===== src/rtl/pingpong_read_ctrl_if.sv =====
// Read-side bus of the ping-pong read controller: RAM read port plus the
// valid/ready sample stream toward the FFT.
// master: the controller; slave: the RAM + stream consumer side.
interface pingpong_read_ctrl_if #(
  parameter int WIDTH = 24,
  parameter int AW    = 8
);
  logic             rd_en_o;
  logic [AW-1:0]    rd_addr_o;
  logic             rd_buf_sel_o;
  logic [WIDTH-1:0] rd_data_i;
  logic [WIDTH-1:0] m_data_o;
  logic             m_valid_o;
  logic             m_ready_i;
  logic             m_last_o;

  modport master (
    output rd_en_o, rd_addr_o, rd_buf_sel_o,
    input  rd_data_i,
    output m_data_o, m_valid_o, m_last_o,
    input  m_ready_i
  );

  modport slave (
    input  rd_en_o, rd_addr_o, rd_buf_sel_o,
    output rd_data_i,
    input  m_data_o, m_valid_o, m_last_o,
    output m_ready_i
  );
endinterface


===== src/rtl/pingpong_read_ctrl.sv =====
// Ping-pong buffer read controller: after a buffer_ready pulse, reads
// DEPTH samples from the filled buffer (1-cycle RAM latency) through a
// 2-entry skid FIFO onto a valid/ready stream with a last marker.
// Optional feature macro: RDCTRL_RESTART_EN -- an overrun pulse aborts the
// current block and restarts on the newly announced buffer. Without it the
// overrun pulse only sets the sticky flag.
module pingpong_read_ctrl #(
  parameter int WIDTH = 24,
  parameter int DEPTH = 256,
  parameter int AW    = 8
) (
  input  logic        clk_i,
  input  logic        rst_ni,
  input  logic        buffer_ready_i,
  input  logic        buf_sel_i,
  pingpong_read_ctrl_if.master bus,
  output logic        busy_o,
  output logic        overrun_o,
  input  logic        overrun_clr_i,
  output logic [15:0] block_cnt_o
);

  typedef enum logic [1:0] {IDLE, RUN, DRAIN} state_t;

  state_t           state_q, state_d;
  logic [AW-1:0]    rd_addr_q;
  logic             rd_buf_sel_q;
  logic             infl_q;        // a RAM read issued last cycle
  logic             infl_last_q;   // that read was address DEPTH-1
  logic [1:0]       fifo_cnt_q;
  logic             wr_ptr_q, rd_ptr_q;
  logic [WIDTH-1:0] fifo_data [2];
  logic             fifo_last [2];
  logic             ovr_q;
  logic [15:0]      blk_cnt_q;

  logic       rd_en, start, ovr_set, restart, done;
  logic       fifo_wr, pop, head_last, last_xfer;
  logic [1:0] pending;

  assign pending   = fifo_cnt_q + {1'b0, infl_q};
  assign head_last = fifo_last[rd_ptr_q];
  assign pop       = (fifo_cnt_q != 2'd0) && bus.m_ready_i;
  assign last_xfer = pop && head_last;
  assign fifo_wr   = infl_q && !restart;

  // State register
  always_ff @(posedge clk_i or negedge rst_ni) begin
    if (!rst_ni) state_q <= IDLE;
    else         state_q <= state_d;
  end

  // Next state, read issue and block start/finish/overrun decisions
  always_comb begin
    state_d = state_q;
    rd_en   = 1'b0;
    start   = 1'b0;
    ovr_set = 1'b0;
    restart = 1'b0;
    done    = 1'b0;
    case (state_q)
      IDLE: begin
        if (buffer_ready_i) begin
          start   = 1'b1;
          state_d = RUN;
        end
      end
      RUN: begin
        if (pending < 2'd2) begin
          rd_en = 1'b1;
          if (rd_addr_q == AW'(DEPTH - 1)) state_d = DRAIN;
        end
        if (buffer_ready_i) ovr_set = 1'b1;
      end
      DRAIN: begin
        if (last_xfer) begin
          done = 1'b1;
          // A new buffer announced on the last handshake is a clean start.
          if (buffer_ready_i) begin
            start   = 1'b1;
            state_d = RUN;
          end else begin
            state_d = IDLE;
          end
        end else if (buffer_ready_i) begin
          ovr_set = 1'b1;
        end
      end
      default: state_d = IDLE;
    endcase
`ifdef RDCTRL_RESTART_EN
    if (ovr_set) begin
      restart = 1'b1;
      start   = 1'b1;
      state_d = RUN;
    end
`else
    restart = 1'b0;
`endif
  end

  // Read address/buffer select, in-flight tracking, FIFO pointers, flags
  always_ff @(posedge clk_i or negedge rst_ni) begin
    if (!rst_ni) begin
      rd_addr_q    <= '0;
      rd_buf_sel_q <= 1'b0;
      infl_q       <= 1'b0;
      infl_last_q  <= 1'b0;
      fifo_cnt_q   <= 2'd0;
      wr_ptr_q     <= 1'b0;
      rd_ptr_q     <= 1'b0;
      ovr_q        <= 1'b0;
      blk_cnt_q    <= 16'd0;
    end else begin
      if (start) begin
        rd_addr_q    <= '0;
        rd_buf_sel_q <= buf_sel_i;
      end else if (rd_en) begin
        rd_addr_q    <= rd_addr_q + AW'(1);
      end
      // A restart discards the read issued in the same cycle.
      infl_q      <= rd_en && !restart;
      infl_last_q <= rd_en && (rd_addr_q == AW'(DEPTH - 1));
      if (restart) begin
        fifo_cnt_q <= 2'd0;
        wr_ptr_q   <= 1'b0;
        rd_ptr_q   <= 1'b0;
      end else begin
        if (fifo_wr) wr_ptr_q <= ~wr_ptr_q;
        if (pop)     rd_ptr_q <= ~rd_ptr_q;
        case ({fifo_wr, pop})
          2'b10:   fifo_cnt_q <= fifo_cnt_q + 2'd1;
          2'b01:   fifo_cnt_q <= fifo_cnt_q - 2'd1;
          default: fifo_cnt_q <= fifo_cnt_q;
        endcase
      end
      if (ovr_set)            ovr_q <= 1'b1;
      else if (overrun_clr_i) ovr_q <= 1'b0;
      if (done) blk_cnt_q <= blk_cnt_q + 16'd1;
    end
  end

  // FIFO storage: data path only, qualified by the occupancy count
  always_ff @(posedge clk_i) begin
    if (fifo_wr) begin
      fifo_data[wr_ptr_q] <= bus.rd_data_i;
      fifo_last[wr_ptr_q] <= infl_last_q;
    end
  end

  assign bus.rd_en_o      = rd_en;
  assign bus.rd_addr_o    = rd_addr_q;
  assign bus.rd_buf_sel_o = rd_buf_sel_q;
  assign bus.m_valid_o    = (fifo_cnt_q != 2'd0);
  assign bus.m_data_o     = bus.m_valid_o ? fifo_data[rd_ptr_q] : '0;
  assign bus.m_last_o     = bus.m_valid_o && head_last;
  assign busy_o           = (state_q != IDLE);
  assign overrun_o        = ovr_q;
  assign block_cnt_o      = blk_cnt_q;

endmodule


===== src/flat_wrapper.sv =====
// flat-port wrapper written by rule: the top's interface ports become plain ports
module pingpong_read_ctrl_flat 
#(
  parameter int WIDTH = 24,
  parameter int DEPTH = 256,
  parameter int AW    = 8
)
  (clk_i, rst_ni, buffer_ready_i, buf_sel_i, busy_o, overrun_o, overrun_clr_i, block_cnt_o, bus_rd_en_o, bus_rd_addr_o, bus_rd_buf_sel_o, bus_rd_data_i, bus_m_data_o, bus_m_valid_o, bus_m_last_o, bus_m_ready_i);
  pingpong_read_ctrl_if #(.WIDTH(WIDTH), .AW(AW)) bus_i ();
  input  logic clk_i;
  input  logic rst_ni;
  input  logic buffer_ready_i;
  input  logic buf_sel_i;
  output logic busy_o;
  output logic overrun_o;
  input  logic overrun_clr_i;
  output logic [15:0] block_cnt_o;
  output wire logic [$bits(bus_i.rd_en_o)-1:0] bus_rd_en_o;
  output wire logic [$bits(bus_i.rd_addr_o)-1:0] bus_rd_addr_o;
  output wire logic [$bits(bus_i.rd_buf_sel_o)-1:0] bus_rd_buf_sel_o;
  input wire logic [$bits(bus_i.rd_data_i)-1:0] bus_rd_data_i;
  output wire logic [$bits(bus_i.m_data_o)-1:0] bus_m_data_o;
  output wire logic [$bits(bus_i.m_valid_o)-1:0] bus_m_valid_o;
  output wire logic [$bits(bus_i.m_last_o)-1:0] bus_m_last_o;
  input wire logic [$bits(bus_i.m_ready_i)-1:0] bus_m_ready_i;
  assign bus_rd_en_o = bus_i.rd_en_o;
  assign bus_rd_addr_o = bus_i.rd_addr_o;
  assign bus_rd_buf_sel_o = bus_i.rd_buf_sel_o;
  assign bus_i.rd_data_i = bus_rd_data_i;
  assign bus_m_data_o = bus_i.m_data_o;
  assign bus_m_valid_o = bus_i.m_valid_o;
  assign bus_m_last_o = bus_i.m_last_o;
  assign bus_i.m_ready_i = bus_m_ready_i;
  pingpong_read_ctrl #(.WIDTH(WIDTH), .DEPTH(DEPTH), .AW(AW)) u_core (.clk_i(clk_i), .rst_ni(rst_ni), .buffer_ready_i(buffer_ready_i), .buf_sel_i(buf_sel_i), .bus(bus_i), .busy_o(busy_o), .overrun_o(overrun_o), .overrun_clr_i(overrun_clr_i), .block_cnt_o(block_cnt_o));
endmodule

===== config.mk =====
export PLATFORM = sky130hd
export DESIGN_NAME = pingpong_read_ctrl_flat
export DESIGN_NICKNAME = d
export VERILOG_FILES = /design/src/rtl/pingpong_read_ctrl_if.sv /design/src/rtl/pingpong_read_ctrl.sv /design/src/flat_wrapper.sv
export SDC_FILE = /design/constraint.sdc
export NUM_CORES = 1
export LEC_CHECK = 0
export CAP_MARGIN = 20
export CORE_MARGIN = 3
export CORE_UTILIZATION = 40
export CTS_CLUSTER_SIZE = 10
export DETAILED_ROUTE_END_ITERATION = 8
export PLACE_DENSITY = 0.75
export SYNTH_ARGS = -nofsm -noshare
export SYNTH_HDL_FRONTEND = slang
export SYNTH_SLANG_ARGS = --single-unit

===== constraint.sdc =====
create_clock -name clk_i -period 1.8 [get_ports clk_i]
set_input_delay 0.27 -clock clk_i [delete_from_list [all_inputs] [get_ports clk_i]]
set_output_delay 0.27 -clock clk_i [all_outputs]
set_load 0.05 [all_outputs]

==> flow_summary.json <==
{
  "clock-sinks": 84,
  "maxSlewViolCount": 0,
  "die_w_um": 101,
  "place_hpwl_mm": 5.16,
  "grt_pass1_wl_mm": 12.0,
  "cp-startpoint": "u_core.fifo_cnt_q[1]",
  "syn-instance-count": 262,
  "grt_max_degree": 35,
  "critical_path_class": "reg -> out",
  "path_clk_slew_ns": 0.08,
  "root_buffer": "clkbuf_8",
  "fin_ws_ns": 0.0306,
  "cellPowerDensity_nw_per_um2": 1790,
  "drt_iter0_markers": 67,
  "yosys.area_share.simple_pct": 11.5,
  "h-tree-depth": 3,
  "synth_top_family_by_area": "simple AND/OR/NAND/NOR gates",
  "slew_headroom_pct": 66.1,
  "top_level_ports": 84,
  "dr.pass1.iters": 4,
  "tightest_slew_ns": 0.507,
  "core_um2": 8460,
  "track_usage_pct": 15.1,
  "hold_slack_ns": 0.328,
  "grt_pass1_vias": 2484,
  "total_power_mw": 9.41,
  "synthMuxAreaShare_pct": 8.27,
  "gp_congestion": 0.753,
  "layout_min_cycle_time_ns": 1.77,
  "nets": 408,
  "diodes": 0,
  "cts_tree": "built",
  "start_util_pct": 42.4,
  "regToRegStartpoint": "u_core.state_q[0]",
  "min_path_type": "in -> async",
  "antenna_found_initial": 0,
  "synth_ff_type": "edfxtp_1",
  "die_y_um": 101,
  "dieArea_um2": 10100,
  "ys_seq_area_share_pct": 65.6,
  "via_count": 2435,
  "synth_area_leaders": "edfxtp_1, dfrtp_1, mux2i_1",
  "worstSetupStartpointType": "register",
  "numPortBuffers": 83,
  "antenna_left": 0,
  "wl_per_cell_um": 15.3,
  "crit_fanout": 26,
  "vias_per_cell": 5.06,
  "synth_nets": 299,
  "layout-drive-gt1-share_pct": 32.2,
  "hold_buffers": 0,
  "synth_xor_area_share_pct": 5.37,
  "cts_max_path_buffers": 2,
  "design_area_um2": 5260,
  "status": "finished, final reports clean",
  "clock_latency_ns": 0.34,
  "post-synth-top-area-cell": "edfxtp_1",
  "routed_wirelength_mm": 7.36,
  "max_freq_mhz": 565,
  "fin_worst_skew_ns": 0.00673,
  "p_leak_nw": 2.19,
  "endpoint_kind": "output pin",
  "dpl_worst_slack_ns": -0.00885,
  "overflow": 0,
  "final_hold_viol_count": 0,
  "arrival_ns": 1.50,
  "synth.distinct_cells": 39,
  "fin_crit_sh_pct": 98.3,
  "cp.required_ns": 1.53,
  "syn_avg_cell_area_um2": 13.7,
  "synth-edff-count": 50,
  "synth_compound_area_share_pct": 4.47,
  "numCtsBuffers": 9,
  "async_flop_share_pct": 40.5,
  "area_delta_synth_final_pct": 46.8,
  "ys_ff_latch": 84,
  "setup-violations-final": 0,
  "drc": 0,
  "netlist_area_um2": 3590,
  "yosysWarnings": 0,
  "ir_worst_vdd_mv": 1.35,
  "postPlaceCellArea_um2": 4890,
  "rsz0062_at_grt": "yes",
  "fp-row-count": 33,
  "synth_top_area_share_pct": 41.9,
  "maxCapViolCount": 0,
  "synth_fa_ha_area_share_pct": 2.44
}
==> cell usage after synthesis (all sizes together) (3+ instances only) <==
library cell and n:
a21oi 9, buf 7, dfrtp 34, edfxtp 50, ha 7, inv 9
mux2 3, mux2i 25, nand2 13, nand3 9, nand4 7, nor2 32
nor2b 3, o21ai 5, o31ai 3, or4 3, xnor2 16, xor2 6
==> power breakdown <==
| part | switching [mW] | internal [mW] |
|---|---|---|
| Combinational | 2.88 | 2.29 |
| Sequential | 0.200 | 2.47 |
| Clock | 0.652 | 0.925 |
==> kinds of logic after synthesis <==
group	after synthesis
and+or+nand+nor	81
xor gates and xnor gates	22
muxes	28
adders and majority gates	7
AOI/OAI and AO/OA	22
buffers and inverters	18
DFF	84
==> registers in the layout, summed over array words and instances, names as in the netlist <==
name,count
u_core.fifo_data,48
u_core.block_cnt_o,16
u_core.bus.rd_addr_o,8
u_core.fifo_cnt_q,2
u_core.fifo_last,2
u_core.state_q,2
u_core.bus.rd_buf_sel_o,1
u_core.fifo_wr,1
u_core.infl_last_q,1
u_core.overrun_o,1
u_core.rd_ptr_q,1
u_core.wr_ptr_q,1
==> area by class of cell <==
type,instances,area (um^2)
well taps,105,131
flip-flops and latches,84,2360
clock buffers,10,128
fillers,652,3200
inverters,9,36.3
repair buffers,107,1260
clock inverters,6,113
multi-input cells,160,1240
==> per-layer routing <==
| metal | global-route usage (%) | share of wire, % | vias to the layer above |
|---|---|---|---|
| met5 | 0 | 0 | - |
| met4 | 4.77 | 1.0 | 0 |
| met3 | 3.88 | 4.6 | 9 |
| met2 | 25.1 | 52 | 69 |
| met1 | 19.3 | 43 | 1187 |
| li1 | - | - | 1170 |
==> worst max-delay path, cell delays in order, from the launching register on <==
cell	delay (ns)
dfrtp_1	0.42
buf_12	0.14
nor2_4	0.04
buf_12	0.16
nor2_1	0.21
buf_12	0.17
==> cell usage in the layout (no fill, tap or decap), types with 3 or more instances in the layout <==
cell type,n
ha_1,5
xor2_1,6
nand2_1,13
dfrtp_1,30
buf_4,44
edfxtp_1,50
nand3_1,8
clkdlybuf4s50_1,29
buf_12,29
nor2_2,8
o21ai_0,4
nand4_1,7
buf_6,3
bufinv_16,3
clkbuf_8,9
a21oi_1,9
nor2_1,23
inv_1,6
xnor2_1,16
nor2b_1,3
dfrtp_2,4
mux2i_1,22
o31ai_1,3
or4_1,3
==> metrics by stage <==
step / setup TNS (ns) / std cells / utilization (%)
floorplan: -0.123 / 262 / -
CTS: -0.0171 / 478 / 60.9
finish: 0 / 481 / 62.2
global route: -0.862 / 481 / 62.2
detailed placement: -0.00885 / 461 / 57.8
global placement: 0 / 461 / 57.8
==> path summary, 6_finish.rpt <==
kind	end	cells after the start	slack [ns]
max in group asynchronous	u_core.rd_ptr_q	2	1.12
max	bus_m_data_o[17]	5	0.03
min	u_core.block_cnt_o[1]	2	0.33
min reg2reg	u_core.fifo_last[1]	0	0.45
min in group clk_i	u_core.fifo_last[1]	0	0.45
max reg2reg	u_core.state_q[0]	6	0.06
==> repair_timing <==
action / 4_1_cts / 5_1_grt
resized for setup: 6 / 22
pin swaps: 0 / 1
setup buffers: 1 / 3
setup endpoints to repair: 9 / 42
No activity file was read; power rests on OpenSTA's default activity.
